### src/rtl/mem_arbiter.sv
// Block-transfer arbiter sharing one main-memory port between the I-cache and D-cache controllers.
// Round-robin between sides; a D write-back stays atomic with the refill read that follows it.
module mem_arbiter #(
  parameter int ADDR_W  = 30,
  parameter int BLOCK_W = 256
) (
  input  logic               clock,
  input  logic               reset,
  input  logic               icRen,
  input  logic [ADDR_W-1:0]  icBlockAddr,
  output logic               icReadReady,
  output logic [BLOCK_W-1:0] icDout,
  input  logic               dcRen,
  input  logic               dcWen,
  input  logic [ADDR_W-1:0]  dcBlockAddr,
  input  logic [BLOCK_W-1:0] dcDin,
  output logic               dcReadReady,
  output logic               dcWriteDone,
  output logic [BLOCK_W-1:0] dcDout,
  output logic               memRen,
  output logic               memWen,
  output logic [ADDR_W-1:0]  memBlockAddr,
  output logic [BLOCK_W-1:0] memDin,
  input  logic               memReadReady,
  input  logic               memWriteDone,
  input  logic [BLOCK_W-1:0] memDout
);
  localparam logic [2:0] IDLE     = 3'd0;
  localparam logic [2:0] IC_READ  = 3'd1;
  localparam logic [2:0] DC_READ  = 3'd2;
  localparam logic [2:0] DC_WRITE = 3'd3;
  localparam logic [2:0] GAP      = 3'd4;

  localparam logic GRANT_I = 1'b0;
  localparam logic GRANT_D = 1'b1;

  logic [2:0] state;
  logic       last_grant;
  logic       lock_d;
  logic       d_req;
  logic       locked_read;
  logic       tie;
  logic       grant_d;
  logic       grant_i;
  logic       d_write;
  logic       xfer_done;

  // A pending write-back lock overrides round-robin and the write-over-read preference.
  assign d_req       = dcWen | dcRen;
  assign locked_read = lock_d & dcRen;
  assign tie         = d_req & icRen;
  assign grant_d     = locked_read | (tie ? (last_grant == GRANT_I) : d_req);
  assign grant_i     = ~grant_d & icRen;
  assign d_write     = dcWen & ~locked_read;

  assign icReadReady = (state == IC_READ)  & memReadReady;
  assign dcReadReady = (state == DC_READ)  & memReadReady;
  assign dcWriteDone = (state == DC_WRITE) & memWriteDone;
  assign xfer_done   = icReadReady | dcReadReady | dcWriteDone;

  assign icDout = icReadReady ? memDout : '0;
  assign dcDout = dcReadReady ? memDout : '0;

  always_ff @(posedge clock or negedge reset) begin
    if (!reset) begin
      state        <= IDLE;
      last_grant   <= GRANT_D;
      lock_d       <= 1'b0;
      memRen       <= 1'b0;
      memWen       <= 1'b0;
      memBlockAddr <= '0;
      memDin       <= '0;
    end else begin
      case (state)
        IDLE: begin
          // The lock lives for exactly one arbitration: used by the refill read or dropped.
          lock_d <= 1'b0;
          if (grant_d) begin
            last_grant   <= GRANT_D;
            memBlockAddr <= dcBlockAddr;
            if (d_write) begin
              state  <= DC_WRITE;
              memWen <= 1'b1;
              memDin <= dcDin;
            end else begin
              state  <= DC_READ;
              memRen <= 1'b1;
            end
          end else if (grant_i) begin
            last_grant   <= GRANT_I;
            state        <= IC_READ;
            memRen       <= 1'b1;
            memBlockAddr <= icBlockAddr;
          end
        end
        IC_READ, DC_READ, DC_WRITE: begin
          if (xfer_done) begin
            state        <= GAP;
            memRen       <= 1'b0;
            memWen       <= 1'b0;
            memBlockAddr <= '0;
            memDin       <= '0;
            if (dcWriteDone) lock_d <= 1'b1;
          end
        end
        GAP:     state <= IDLE;
        default: state <= IDLE;
      endcase
    end
  end

endmodule

### config.mk
export PLATFORM = sky130hd
export DESIGN_NAME = mem_arbiter
export DESIGN_NICKNAME = d
export VERILOG_FILES = /design/src/rtl/mem_arbiter.sv
export SDC_FILE = /design/constraint.sdc
export NUM_CORES = 1
export LEC_CHECK = 0
export ABC_AREA = 1
export CORE_AREA = 2 2 539 541
export DETAILED_ROUTE_END_ITERATION = 12
export DIE_AREA = 0 0 541 543
export PLACE_DENSITY_LB_ADDON = 0.25
export RECOVER_POWER = 100
export SYNTH_ARGS = -nofsm -noshare
export SYNTH_HDL_FRONTEND = slang
export SYNTH_SLANG_ARGS = --single-unit
### constraint.sdc
create_clock -name clock -period 1.8 [get_ports clock]
set_clock_uncertainty 0.05 [all_clocks]
set_input_delay 0.36 -clock clock [delete_from_list [all_inputs] [get_ports clock]]
set_output_delay 0.36 -clock clock [all_outputs]
set_load 0.01 [all_outputs]
# Word-level counts from Yosys, hierarchy flattened
# Index checks and enable logic that the tools add are counted.
dict set report word_totals {
  register_bits 293
  inputBits 579
  out_inout_bits 803
  wordCells 69
}
dict set report classes {
  n_eq_ne 9
  n_mux 29
  bitwise_logic 14
  n_reduce_logical 10
}
# operator count
set op_table {}
lappend op_table {{two-way mux 256 bit} 5}
lappend op_table {{one-hot mux 256 bit (2 select lines)} 1}
lappend op_table {{two-way mux 30 bit} 3}
lappend op_table {{one-hot mux 30 bit (2 select lines)} 1}
lappend op_table {{two-way mux 1 bit} 12}
lappend op_table {{two-way mux 3 bit} 3}
lappend op_table {{!= test 2 bit, second input constant} 4}
lappend op_table {{AND reduction 4 bit} 2}
lappend op_table {{AND 1 bit} 7}
lappend op_table {{== test 3 x 2 -> 1 bit, second input constant} 2}
lappend op_table {{!= test 3 bit, second input constant} 2}
lappend op_table {{one-hot mux 1 bit (2 select lines)} 3}
lappend op_table {{one-hot mux 3 bit (2 select lines)} 1}
lappend op_table {{AND reduction 3 bit} 2}
lappend op_table {{OR 1 bit} 4}
lappend op_table {{AND reduction 2 bit} 2}
lappend op_table {{nonzero test 2 bit} 2}
lappend op_table {{== test 3 x 1 -> 1 bit, second input constant} 1}
lappend op_table {{zero test 3 bit} 1}
lappend op_table {{NOT 1 bit} 3}
lappend op_table {{OR reduction 3 bit} 1}

# Longest topological paths before layout
# Gate-level depths: netlist of the first run.
dict set report logic_depth {
  depth_word 9
  mapped_depth 11
  mapped_depth_nobuf 10
}

# Worst setup path after synthesis of the first run
# No wires, ideal clock.
dict set report synth_timing {
  path_type {flip-flop to output port}
  startpoint {reg state[2]}
  endpoint {out icDout[215]}
  arrival_time_ns 1.459
  t_required_ns 1.390
  path_slack_ns -0.069
  path_stages_with_launch 8
  n_path_buf 2
  path_cell_list {dfrtp_1 > inv_1 > nand3_1 > nor2_1 > inv_1 > clkbuf_1 > clkbuf_1 > nor2_1}
}
dict set report synth_between {
  elab_chain_len 3
}
# item line_no
set synth_rtl {}
lappend synth_rtl {{from (decl)} 37} ;# logic [2:0] state;
lappend synth_rtl {{from (signal assigned)} 66} ;# state <= IDLE;
lappend synth_rtl {{from (signal assigned)} 82} ;# state <= DC_WRITE;
lappend synth_rtl {{from (signal assigned)} 86} ;# state <= DC_READ;
lappend synth_rtl {{== test 3 x 1 -> 1 bit} 56} ;# assign icReadReady = (state == IC_READ) & memReadReady;
lappend synth_rtl {{AND 1 bit} 56}
lappend synth_rtl {{named net icReadReady} 11} ;# output logic icReadReady,
lappend synth_rtl {{two-way mux 256 bit} 61} ;# assign icDout = icReadReady ? memDout : '0;
lappend synth_rtl {{to (decl)} 12} ;# output logic [BLOCK_W-1:0] icDout,
# The timed path passes the listed nets, and every way through them passes these cells.

# Worst setup path after layout of the first run
dict set report layout_timing {
  startpoint {reg state[1]}
  endpoint {out icDout[123]}
}
dict set report layout_between {
  elab_chain_len 3
}
# item line_no
set layout_rtl {}
lappend layout_rtl {{== test 3 x 1 -> 1 bit} 56}
lappend layout_rtl {{AND 1 bit} 56}
lappend layout_rtl {{two-way mux 256 bit} 61}
# No other way between the ends.

==> results of run 1 <==
-- cell usage in the layout, fill, tap and decap left out, types with 2 or more instances in the layout --
master                              n
sky130_fd_sc_hd__a21oi_1           30
sky130_fd_sc_hd__buf_12           202
sky130_fd_sc_hd__buf_16            13
sky130_fd_sc_hd__buf_2            158
sky130_fd_sc_hd__buf_4            375
sky130_fd_sc_hd__buf_6            101
sky130_fd_sc_hd__buf_8             22
sky130_fd_sc_hd__bufinv_16          3
sky130_fd_sc_hd__clkbuf_1          10
sky130_fd_sc_hd__clkbuf_16         50
sky130_fd_sc_hd__clkbuf_2          33
sky130_fd_sc_hd__clkbuf_4          30
sky130_fd_sc_hd__clkbuf_8           9
sky130_fd_sc_hd__clkdlybuf4s15_2   41
sky130_fd_sc_hd__clkdlybuf4s50_1  812
sky130_fd_sc_hd__clkinv_16          2
sky130_fd_sc_hd__clkinv_2           6
sky130_fd_sc_hd__clkinv_4           2
sky130_fd_sc_hd__clkinvlp_4         2
sky130_fd_sc_hd__dfrtp_1          292
sky130_fd_sc_hd__diode_2           15
sky130_fd_sc_hd__dlygate4sd2_1     27
sky130_fd_sc_hd__dlymetal6s2s_1     7
sky130_fd_sc_hd__inv_1            551
sky130_fd_sc_hd__inv_2              3
sky130_fd_sc_hd__inv_6              3
sky130_fd_sc_hd__nand2_1           51
sky130_fd_sc_hd__nand3_1          319
sky130_fd_sc_hd__nor2_1           306
sky130_fd_sc_hd__nor2_2            92
sky130_fd_sc_hd__nor2_4           118
sky130_fd_sc_hd__o21ai_0          122
sky130_fd_sc_hd__o21ai_1          137
sky130_fd_sc_hd__or2_2             30
-- final timing paths --
check	from	slack, ns	endpoint
hold reg to reg	last_grant$_DFFE_PN1P_	0.41	last_grant$_DFFE_PN1P_
hold / removal	dcDin[95]	0.19	memDin[95]$_DFFE_PN0P_
min in group asynchronous	reset	0.33	memDin[196]$_DFFE_PN0P_
setup / recovery	state[1]$_DFFE_PN0P_	-1.10	icDout[123]
max in group asynchronous	reset	-0.04	last_grant$_DFFE_PN1P_
setup reg to reg	state[1]$_DFFE_PN0P_	-0.84	memDin[250]$_DFFE_PN0P_
-- per-stage QoR --
step,std cells,instance area (µm²),total power [W],setup slack (ns),utilization
detailed placement,7598,38100,0.0370,-1.42,0.132
global route,7762,41200,0.0506,-1.22,0.143
floorplan,2221,15600,0.0185,0.00949,-
global placement,7598,38100,0.0370,-1.39,0.132
CTS,7727,40300,0.0479,-1.31,0.140
finish,7767,41200,0.0472,-1.10,0.143
-- cells in the mapped netlist --
cell type,count
sky130_fd_sc_hd__inv_1,553
sky130_fd_sc_hd__nor2_1,516
sky130_fd_sc_hd__nand3_1,321
sky130_fd_sc_hd__dfrtp_1,292
sky130_fd_sc_hd__o21ai_1,137
sky130_fd_sc_hd__o21ai_0,122
sky130_fd_sc_hd__clkbuf_1,82
sky130_fd_sc_hd__nand2_1,52
sky130_fd_sc_hd__buf_2,50
sky130_fd_sc_hd__a21oi_1,30
sky130_fd_sc_hd__or2_2,30
sky130_fd_sc_hd__buf_4,17
sky130_fd_sc_hd__buf_1,4
sky130_fd_sc_hd__clkbuf_2,4
sky130_fd_sc_hd__buf_6,3
sky130_fd_sc_hd__inv_2,2
sky130_fd_sc_hd__a21boi_0,1
sky130_fd_sc_hd__dfstp_2,1
sky130_fd_sc_hd__nand2_2,1
sky130_fd_sc_hd__nand4_1,1
sky130_fd_sc_hd__nor3_2,1
sky130_fd_sc_hd__or2_1,1
-- critical path, cell delays in order, from the launching register on --
cell	delay [ns]
sky130_fd_sc_hd__dfrtp_1	0.39
sky130_fd_sc_hd__inv_2	0.08
sky130_fd_sc_hd__nand3_2	0.07
sky130_fd_sc_hd__buf_8	0.15
sky130_fd_sc_hd__nor2_4	0.17
sky130_fd_sc_hd__inv_8	0.07
sky130_fd_sc_hd__buf_12	0.14
sky130_fd_sc_hd__buf_8	0.12
sky130_fd_sc_hd__buf_16	0.13
sky130_fd_sc_hd__clkbuf_16	0.17
sky130_fd_sc_hd__nor2_4	0.12
sky130_fd_sc_hd__buf_6	0.13
sky130_fd_sc_hd__buf_12	0.10
-- state kept, by name, indices dropped and copies added (netlist names) --
| signal | cells |
|---|---|
| memBlockAddr | 30 |
| memRen | 1 |
| last_grant | 1 |
| memWen | 1 |
| state | 3 |
| lock_d | 1 |
| memDin | 256 |
-- power by group --
| group | total (W) | switching (W) | internal, W | leakage (nW) |
|---|---|---|---|---|
| logic | 0.0279 | 0.0153 | 0.0126 | 14.7 |
| registers | 0.0100 | 0.00124 | 0.00879 | 3.86 |
| clock network | 0.00924 | 0.00389 | 0.00535 | 0.733 |
-- timing repair --
action	4_1_cts	5_1_grt
pin swaps	6	25
hold endpoints to repair	198	0
setup endpoints to repair	1038	1038
hold buffers	1	0
setup buffers	35	33
gates cloned	14	8
gates resized for setup	976	613
-- layout make-up --
| cell class | instances | area share |
|---|---|---|
| sequential | 293 | 0.178 |
| clock inverter | 19 | 0.00619 |
| clock buffer | 60 | 0.0304 |
| antenna | 15 | 0.000911 |
| tap | 3781 | 0.115 |
| inverter | 555 | 0.0507 |
| timing repair buffer | 1831 | 0.460 |
| multi-input combinational | 1213 | 0.159 |
-- per-layer routing --
metal | vias to the layer above | routed length, µm
li1 | 10100 | -
met1 | 10500 | 83700
met2 | 1086 | 97300
met3 | 259 | 29800
met4 | 8 | 5760
met5 | - | 55
-- cells by family (layout without fill, tap and decap cells) --
logic type / count (synthesis) / count (layout) / synth area share
AO/OA/AOI/OAI: 290 / 290 / 0.0933
flip-flops: 293 / 293 / 0.471
other: 0 / 15 / 0
buffers and inverters: 715 / 2465 / 0.182
AND/OR/NAND/NOR: 923 / 923 / 0.254
==> out/summary.md, run 1 <==
The flow ran to the end, but the final reports show violations. The checks that failed: setup timing. Smallest hold slack: 0.191 ns.

Global routing usage on met1: 0.157. The slew of the pin with the lowest slew margin was 0.956 ns. Clock-pin slew was measured on the worst setup and hold paths at 0.07 ns. The count of nets left with antenna violations once routing finished came out at 0. Relative to the synthesized area, the layout overhead comes to 164%. The routing usage on met3 was 0.0850. Category of the critical setup timing path: reg2out. The synthesized design contains 293 register bits.

The final period utilization is 1.61, and the routed via count is 22000. The total number of placement rows was 197; the total die area was 0.294 mm². TritonCTS built the clock tree. The worst-case IR drop observed on VDD is 0.000693 V.

Setup repair after global routing could not meet its margin everywhere. The aggregate negative setup slack is -715.26 ns, and the power per cell area is 1150 mW/mm². The largest driver fanout on the critical path is 8, and the number of filler cells placed in the layout is 32900. The standby leakage power was 19.3 nW; the sequential area share after synthesis was 0.471. After detailed routing, the number of vias per cell comes to 2.83. The run gives 4517 as the number of nets in the layout. In this run the cell area of the synthesized design comes to 0.0156 mm².

The clock latency reported for the late side of the worst-skew pair was 0.63 ns. For the maximum number of pins on one net before global-route repair, the log shows 64. The initial antenna violation count came out at 101. The logs give -1.10 ns for the smallest setup slack after layout and 1039 for the final setup violation count.

The width of the die is 541 µm. The region available for standard cell placement spans 0.287 mm². The port buffer count was 1381; the count of distinct cell types in the synthesized netlist was 22. Counting every sink on the clock net gives 293. The run gives 0 as the number of endpoints with negative hold slack in the final report. Sort of element at the end of the critical path: an output port.

The iteration count of the initial detailed-routing pass came out at 4. The via count of the first global-routing pass is 22500, and the fraction of synthesized cell area taken by the top area cell type is 0.469. The run gives 1.39 ns as the required time at the endpoint of the critical path. Measured along the y axis, the die boundary spans 543 µm. The starting utilization of the core area is 0.0542. The worst hold path passes through 3 cells.

The layout cell share with drive strength beyond 1 is 0.328, and the post-detailed-route DRC marker count is 0. The worst hold path belongs to the class in2reg. The tools report the total wire length as 217000 µm. Number of max-capacitance violations reported: 0. Cell at the root of the clock tree: sky130_fd_sc_hd__clkbuf_16. The number of nets handed over by synthesis was 2800. Sorting the synthesized cells by area gives the leading types as sky130_fd_sc_hd__dfrtp_1 (47%), sky130_fd_sc_hd__inv_1 (13%), sky130_fd_sc_hd__nor2_1 (12%). In this run the mean area of a mapped cell was 7.01 µm². Data on the critical path arrives at its endpoint at 2.49 ns.

Registers take 0.00733 mm². The synthesized design spends more area on one cell type than any other, namely sky130_fd_sc_hd__dfrtp_1. For this run, the number of Yosys warnings is 0. After global routing, the most crowded layer is met2.

The time the final worst path needs with I/O delays and setup is 2.90 ns. The max-slew violation total from the final report is 0, and the met2 track utilization from global routing is 0.224. The relative slew slack was 0.363; the number of placed I/O pins was 1382.

For this run the aggregate overflow at the end of global routing stands at 0. The average wire per cell in the routed design came out at 27.9 µm. In this run, the number of DRC markers left after iteration 0 of detailed routing was 1096.

In the final layout, the multi-input gates occupy 0.00656 mm². For the global-route usage over all layers, the log shows 0.140. The startpoint kind of the worst setup timing path was a register. The tools report the post-synthesis instance total as 2221.

The HPWL after detailed placement came out at 192000 µm. The maximum buffer depth of the clock tree came out at 3. In this run, CTS created clock tree buffers numbering 44.

The global-route wire length before repair is 264000 µm. The logs give 0.344 GHz for the top achievable clock speed and 2 for the CTS H-tree depth. Measured in cells, the most critical reg-to-reg path has a length of 15. The placer congestion estimate is 0.950.
Power figures use the tool's default switching activity.
==> inputs of run 2 (changes only) <==
- CTS_CLUSTER_SIZE: not set -> 30
==> results of run 2 <==
No change in the layout: final DEF, timing and power equal those of run 1.
